<file path="src/rtl/cmp_pipe_pkg.sv">
// Shared types and helpers for the chunked, pipelined magnitude comparator.
// Imported by the interface, the stage module and the top.
package cmp_pipe_pkg;

   localparam int DEF_WIDTH = 16;
   localparam int DEF_CHUNK = 4;
   localparam int STAGES    = DEF_WIDTH / DEF_CHUNK;

   // State handed from one stage to the next alongside the operands
   typedef struct packed {
      logic valid;
      logic decided;
      logic lt;
      logic gt;
   } stg_t;

   // MSB index of the chunk compared by stage k (MSB chunk first)
   function automatic int chunk_hi(input int width, input int chunk, input int k);
      return width - 1 - k * chunk;
   endfunction

endpackage

</file>
<file path="src/rtl/cmp_pipe_if.sv">
// Operand / result handshake bundle for cmp_pipe.
// Valid/ready: a transfer happens on a rising clk edge where valid and ready are both 1; a producer holds
// its payload stable while valid=1 and ready=0, and valid never depends combinationally on ready.
interface cmp_pipe_if #(
   parameter int WIDTH = 16
);
   logic             in_valid;
   logic             in_ready;
   logic [WIDTH-1:0] i0;
   logic [WIDTH-1:0] i1;
   logic             sgn;
   logic             out_valid;
   logic             out_ready;
   logic             eq;
   logic             lt;
   logic             gt;

   modport master (
      output in_valid, i0, i1, sgn, out_ready,
      input  in_ready, out_valid, eq, lt, gt
   );

   modport slave (
      input  in_valid, i0, i1, sgn, out_ready,
      output in_ready, out_valid, eq, lt, gt
   );
endinterface

</file>
<file path="src/rtl/cmp_pipe_stage.sv">
// One registered comparator stage: compares chunk K of both operands unless an earlier
// (more significant) chunk already decided the order, then forwards the operands.
module cmp_stage
   import cmp_pipe_pkg::*;
#(
   parameter int WIDTH = 16,
   parameter int CHUNK = 4,
   parameter int K     = 0
) (
   input  logic             clk,
   input  logic             rst,
   input  logic             adv,
   input  stg_t             s_in,
   input  logic [WIDTH-1:0] a_in,
   input  logic [WIDTH-1:0] b_in,
   output stg_t             s_out,
   output logic [WIDTH-1:0] a_out,
   output logic [WIDTH-1:0] b_out
);
   localparam int HI = chunk_hi(WIDTH, CHUNK, K);

   logic [CHUNK-1:0] ca;
   logic [CHUNK-1:0] cb;
   stg_t             nxt;

   assign ca = a_in[HI -: CHUNK];
   assign cb = b_in[HI -: CHUNK];

   always_comb begin
      nxt = s_in;
      if (s_in.valid && !s_in.decided && (ca != cb)) begin
         nxt.decided = 1'b1;
         nxt.lt      = (ca < cb);
         nxt.gt      = (ca > cb);
      end
   end

   always_ff @(posedge clk) begin
      if (rst) begin
         s_out <= '0;
      end else if (adv) begin
         s_out <= nxt;
      end
   end

   // Operand payload needs no reset: it is only meaningful alongside s_out.valid
   always_ff @(posedge clk) begin
      if (adv) begin
         a_out <= a_in;
         b_out <= b_in;
      end
   end

endmodule

</file>
<file path="src/rtl/cmp_pipe.sv">
// Pipelined WIDTH-bit magnitude comparator (unsigned or two's complement per transaction)
// with a global advance/stall and a saturating count of consumed equal results.
module cmp_pipe
   import cmp_pipe_pkg::*;
#(
   parameter int WIDTH = DEF_WIDTH,
   parameter int CHUNK = DEF_CHUNK,
   parameter int CNT_W = 16
) (
   input  logic             clk,
   input  logic             rst,
   cmp_pipe_if.slave        bus,
   input  logic             cnt_clr,
   output logic [CNT_W-1:0] eq_cnt
);
   localparam int               NSTG     = WIDTH / CHUNK;
   localparam logic [WIDTH-1:0] SIGN_BIT = WIDTH'(1) << (WIDTH - 1);

   logic             adv;
   stg_t             st  [0:NSTG];
   logic [WIDTH-1:0] a_q [0:NSTG];
   logic [WIDTH-1:0] b_q [0:NSTG];
   logic             unused_tail;

   // Whole pipe moves together; a stalled result at the output freezes every stage, bubbles included
   assign adv          = ~bus.out_valid | bus.out_ready;
   assign bus.in_ready = adv;

   assign st[0] = '{valid: bus.in_valid & adv, decided: 1'b0, lt: 1'b0, gt: 1'b0};

   // Flipping the sign bit maps two's-complement order onto unsigned order
   assign a_q[0] = bus.sgn ? (bus.i0 ^ SIGN_BIT) : bus.i0;
   assign b_q[0] = bus.sgn ? (bus.i1 ^ SIGN_BIT) : bus.i1;

   for (genvar k = 0; k < NSTG; k++) begin : g_stage
      cmp_stage #(
         .WIDTH (WIDTH),
         .CHUNK (CHUNK),
         .K     (k)
      ) u_stage (
         .clk   (clk),
         .rst   (rst),
         .adv   (adv),
         .s_in  (st[k]),
         .a_in  (a_q[k]),
         .b_in  (b_q[k]),
         .s_out (st[k+1]),
         .a_out (a_q[k+1]),
         .b_out (b_q[k+1])
      );
   end

   assign bus.out_valid = st[NSTG].valid;
   assign bus.lt        = st[NSTG].lt;
   assign bus.gt        = st[NSTG].gt;
   assign bus.eq        = st[NSTG].valid & ~st[NSTG].lt & ~st[NSTG].gt;

   assign unused_tail = ^{a_q[NSTG], b_q[NSTG], st[NSTG].decided};

   always_ff @(posedge clk) begin
      if (rst || cnt_clr) begin
         eq_cnt <= '0;
      end else if (bus.out_valid && bus.out_ready && bus.eq && (eq_cnt != '1)) begin
         eq_cnt <= eq_cnt + 1'b1;
      end
   end

endmodule

</file>
<file path="src/flat_wrapper.sv">
// flat-port wrapper written by rule: the top's interface ports become plain ports
module cmp_pipe_flat import cmp_pipe_pkg::*;
#(
   parameter int WIDTH = DEF_WIDTH,
   parameter int CHUNK = DEF_CHUNK,
   parameter int CNT_W = 16
)
  (clk, rst, cnt_clr, eq_cnt, bus_in_valid, bus_i0, bus_i1, bus_sgn, bus_out_ready, bus_in_ready, bus_out_valid, bus_eq, bus_lt, bus_gt);
  cmp_pipe_if #(.WIDTH(WIDTH)) bus_i ();
  input  logic clk;
  input  logic rst;
  input  logic cnt_clr;
  output logic [CNT_W-1:0] eq_cnt;
  input wire logic [$bits(bus_i.in_valid)-1:0] bus_in_valid;
  input wire logic [$bits(bus_i.i0)-1:0] bus_i0;
  input wire logic [$bits(bus_i.i1)-1:0] bus_i1;
  input wire logic [$bits(bus_i.sgn)-1:0] bus_sgn;
  input wire logic [$bits(bus_i.out_ready)-1:0] bus_out_ready;
  output wire logic [$bits(bus_i.in_ready)-1:0] bus_in_ready;
  output wire logic [$bits(bus_i.out_valid)-1:0] bus_out_valid;
  output wire logic [$bits(bus_i.eq)-1:0] bus_eq;
  output wire logic [$bits(bus_i.lt)-1:0] bus_lt;
  output wire logic [$bits(bus_i.gt)-1:0] bus_gt;
  assign bus_i.in_valid = bus_in_valid;
  assign bus_i.i0 = bus_i0;
  assign bus_i.i1 = bus_i1;
  assign bus_i.sgn = bus_sgn;
  assign bus_i.out_ready = bus_out_ready;
  assign bus_in_ready = bus_i.in_ready;
  assign bus_out_valid = bus_i.out_valid;
  assign bus_eq = bus_i.eq;
  assign bus_lt = bus_i.lt;
  assign bus_gt = bus_i.gt;
  cmp_pipe #(.WIDTH(WIDTH), .CHUNK(CHUNK), .CNT_W(CNT_W)) u_core (.clk(clk), .rst(rst), .bus(bus_i), .cnt_clr(cnt_clr), .eq_cnt(eq_cnt));
endmodule
</file>
<file path="config.mk">
export PLATFORM = sky130hd
export DESIGN_NAME = cmp_pipe_flat
export DESIGN_NICKNAME = d
export VERILOG_FILES = /design/src/rtl/cmp_pipe_pkg.sv /design/src/rtl/cmp_pipe_if.sv /design/src/rtl/cmp_pipe_stage.sv /design/src/rtl/cmp_pipe.sv /design/src/flat_wrapper.sv
export SDC_FILE = /design/constraint.sdc
export NUM_CORES = 1
export LEC_CHECK = 0
export CAP_MARGIN = 15
export CORE_ASPECT_RATIO = 0.8
export CORE_MARGIN = 2
export CORE_UTILIZATION = 30
export DETAILED_ROUTE_END_ITERATION = 10
export GPL_TIMING_DRIVEN = 0
export PLACE_DENSITY = 0.5
export SLEW_MARGIN = 20
export SYNTH_ARGS = -nofsm -noshare
export SYNTH_HDL_FRONTEND = slang
export SYNTH_SLANG_ARGS = --single-unit
</file>
<file path="constraint.sdc">
create_clock -name clk -period 4.5 [get_ports clk]
set_input_delay 0.675 -clock clk [delete_from_list [all_inputs] [get_ports clk]]
set_output_delay 0.675 -clock clk [all_outputs]
set_load 0.02 [all_outputs]
</file>
==> impl_metrics.py <==
metrics = {
    "die": {
        "num_rows": 34,
        "floorplan.die_area_sq_um": 11800,
        "total_core_area_sq_um": 10800,
        "vertical_die_dimension_um": 97.7,
        "num_io_pins": 59,
        "die_x_um": 121,
        "initial_core_util": 0.306,
    },
    "grt": {
        "grt_max_degree": 59,
        "grt_remaining_overflow": 0,
        "grt_antenna_before_repair": 0,
        "grt_util_all_layers": 0.110,
        "grt_pass1_vias": 2226,
        "grt_pass1_wl_um": 10200,
    },
    "logic_synthesis": {
        "synthDistinctLibCells": 41,
        "synthesized_cell_area_sq_um": 3290,
        "synth.cells.most_frequent": "sky130_fd_sc_hd__edfxtp_1, sky130_fd_sc_hd__dfxtp_1, sky130_fd_sc_hd__a21oi_1, sky130_fd_sc_hd__nor2_1, sky130_fd_sc_hd__inv_1",
        "synth_top_cells_by_area": "sky130_fd_sc_hd__edfxtp_1, sky130_fd_sc_hd__dfxtp_1, sky130_fd_sc_hd__ha_1, sky130_fd_sc_hd__a21oi_1, sky130_fd_sc_hd__nor2_1",
        "synth_edf_count": 48,
        "ys_warn_count": 0,
        "synth_area_per_cell_sq_um": 12.0,
        "async_flop_share": 0,
        "ys.flop_type": "sky130_fd_sc_hd__edfxtp_1",
        "yosysMostFrequentCell": "sky130_fd_sc_hd__edfxtp_1",
        "synth_top_area_cell": "sky130_fd_sc_hd__edfxtp_1",
        "syn_nets": 329,
        "synth_sequential_area_ratio": 0.627,
        "number_of_synthesized_register_bits": 79,
        "netlist_instances": 274,
        "netlist.area_leader.share": 0.438,
    },
    "timing": {
        "slew-limit-headroom": 0.503,
        "worst_setup_skew_after_layout_ps": 4.42,
        "rsz0062_at_grt": "false",
        "slew_violations": 0,
        "layout_min_cycle_time_ps": 3560,
        "setup_violations": 0,
        "finalHoldViolations": 0,
        "max_freq_mhz": 281,
        "worst_slew_pin_slew_ps": 746,
        "layout_worst_path_cycle_share": 0.791,
    },
    "run": {
        "max_capacitance_violation_count": 0,
    },
    "layout": {
        "num_antenna_cells": 0,
        "final_layout_size_suffix_gt1_frac": 0.0776,
        "total_area_of_multi_input_combinational_cells_sq_um": 1130,
        "postLayoutCoreUtil": 0.404,
        "regArea_sq_um": 2060,
        "design.final.nets": 398,
        "fillCellCount": 1028,
        "syn2layout_area_growth_pct": 32.1,
    },
    "clock_network": {
        "post_cts.repair.setup_buffers": 0,
        "cts_hold_buffers": 0,
        "clockBufferDepth": 2,
        "cts_buffers": 9,
        "cts_repair_resize_count": 0,
        "htree_num_levels": 3,
        "clk_pin_slew_worst_paths_ps": 60,
        "clock-root-buffer": "sky130_fd_sc_hd__clkbuf_16",
        "clock_tree_from_tritoncts": "built",
        "insertion_delay_ps": 340,
        "tritoncts_num_sinks": 79,
    },
    "critical_path": {
        "critical_path.most_common_cell": "sky130_fd_sc_hd__clkdlybuf4s50_1",
        "timing.critical_path.slowest_stage_cell": "sky130_fd_sc_hd__clkdlybuf4s50_1",
        "critPathMaxStageDelay_ps": 740,
        "crit_path_start_kind": "input port",
        "crit_required_ps": 3830,
        "worstPathCellList": "clkdlybuf4s50_1 -> nor2b_1 -> inv_2 -> clkbuf_4 -> clkdlybuf4s50_1",
        "endpoint_kind": "output port",
        "crit_arrival_ps": 2880,
        "critPathBufInv": 4,
        "crit_fanout": 58,
        "crit_type": "input port to output port",
        "cpLargestDelayFamily": "buffers and inverters",
        "reg2reg_setup_slack_ps": 2250,
    },
    "worst_hold_path": {
        "min_path_type": "flop to flop",
    },
    "placement": {
        "io_buffer_count": 58,
        "gp_routability_congestion": 0.782,
        "post-dp-hpwl_um": 4120,
    },
    "status": {
        "outcome": "finished, final reports clean",
    },
    "power": {
        "total_leakage_power_nw": 1.60,
        "p_per_area_nw_per_um2": 372,
        "ir_drop_uv": 258,
        "power.total_mw": 1.62,
    },
    "route": {
        "postRouteAntennaNets": 0,
        "drt_drc_violations_left": 0,
        "total_wire_length_after_detailed_routing_um": 5900,
        "initial_drc_count": 134,
        "detailed_routing_iteration_count_for_the_pre_antenna_repair_pass": 4,
        "detailed_route_via_count": 2306,
        "routedWlPerCell_um": 12.0,
        "routed_via_density": 4.69,
    },
}
## cell type report
class                      instances  area share
clock inverter                     7      0.0155
multi-input combinational        169       0.260
sequential                        79       0.474
buffer                             7     0.00719
timing repair buffer              58       0.134
clock buffer                       9      0.0518
inverter                          19      0.0164
tap                              144      0.0414
## metal layers
layer	vias to the layer above	routed length, um	GRT usage
met5	-	0	0
met4	0	96	0.0438
met3	9	354	0.0440
met2	48	2770	0.180
met1	1074	2680	0.129
li1	1175	-	-
## flip-flops by register name, summed over array words and instances (netlist names)
name,cells
u_core.g_stage.u_stage.b_out,24
u_core.g_stage.u_stage.s_out,15
u_core.eq_cnt,16
u_core.g_stage.u_stage.a_out,24
## kinds of logic after synthesis
kind of cell	share of synthesized area
adders and majority gates	0.0646
AOI/OAI and AO/OA	0.102
and+or+nand+nor	0.169
muxes	0.00304
buffers and inverters	0.0300
xor gates and xnor gates	0.00532
DFF	0.627
## path summary, 6_finish.rpt
check / cells after the start / endpoint / startpoint
worst max-delay path: 5 / bus_in_ready / bus_out_ready
worst min-delay path: 0 / u_core.g_stage[1].u_stage.b_out[1]$_DFFE_PN_ / u_core.g_stage[0].u_stage.b_out[1]$_DFFE_PN_
worst max register to register: 6 / u_core.eq_cnt[2]$_SDFFE_PP0P_ / u_core.eq_cnt[0]$_SDFFE_PP0P_
worst min register to register: 0 / u_core.g_stage[1].u_stage.b_out[1]$_DFFE_PN_ / u_core.g_stage[0].u_stage.b_out[1]$_DFFE_PN_
## layout by cell type, fill, tap and decap left out, types with 3 or more instances in the layout
master,Yosys,routed
sky130_fd_sc_hd__clkdlybuf4s50_1,0,58
sky130_fd_sc_hd__clkbuf_16,0,9
sky130_fd_sc_hd__a31o_2,3,3
sky130_fd_sc_hd__edfxtp_1,48,48
sky130_fd_sc_hd__nor2_1,19,19
sky130_fd_sc_hd__nor3_1,4,4
sky130_fd_sc_hd__or4_1,8,8
sky130_fd_sc_hd__nand3_1,7,7
sky130_fd_sc_hd__o211ai_1,5,5
sky130_fd_sc_hd__nand2b_1,3,3
sky130_fd_sc_hd__clkbuf_1,6,5
sky130_fd_sc_hd__dfxtp_1,31,31
sky130_fd_sc_hd__o31ai_1,3,3
sky130_fd_sc_hd__nand4_1,10,10
sky130_fd_sc_hd__o21ai_0,9,9
sky130_fd_sc_hd__ha_1,17,17
sky130_fd_sc_hd__a211oi_1,5,5
sky130_fd_sc_hd__or3_1,11,11
sky130_fd_sc_hd__a21oi_1,22,22
sky130_fd_sc_hd__inv_1,18,18
sky130_fd_sc_hd__nand2_1,17,17
sky130_fd_sc_hd__nand3b_1,3,3
## per-stage QoR
step / cell area (sq um) / setup slack [ps] / hold WS [ps] / instances / TNS (ps)
floorplan: 3290 / 1320 / 400 / 274 / 0
global placement: 4050 / -734 / 403 / 476 / -734
detailed placement: 4060 / 921 / 405 / 476 / 0
CTS: 4350 / 906 / 421 / 492 / 0
global route: 4350 / 776 / 426 / 492 / 0
finish: 4350 / 941 / 417 / 492 / 0
## report_power, final
group	total, mW	leakage, nW	internal (mW)	switching (mW)
Combinational	0.104	0.693	0.0599	0.0443
Clock	0.700	0.145	0.387	0.313
Sequential	0.815	0.759	0.803	0.0120
## worst register-to-register path, stage by stage (launching register included)
cell,delay (ps)
sky130_fd_sc_hd__dfxtp_1,420
sky130_fd_sc_hd__ha_1,240
sky130_fd_sc_hd__nand4_1,230
sky130_fd_sc_hd__nor4_2,590
sky130_fd_sc_hd__clkbuf_1,410
sky130_fd_sc_hd__o21ai_0,170
sky130_fd_sc_hd__a21oi_1,130
(Power assumes the default switching activity.)
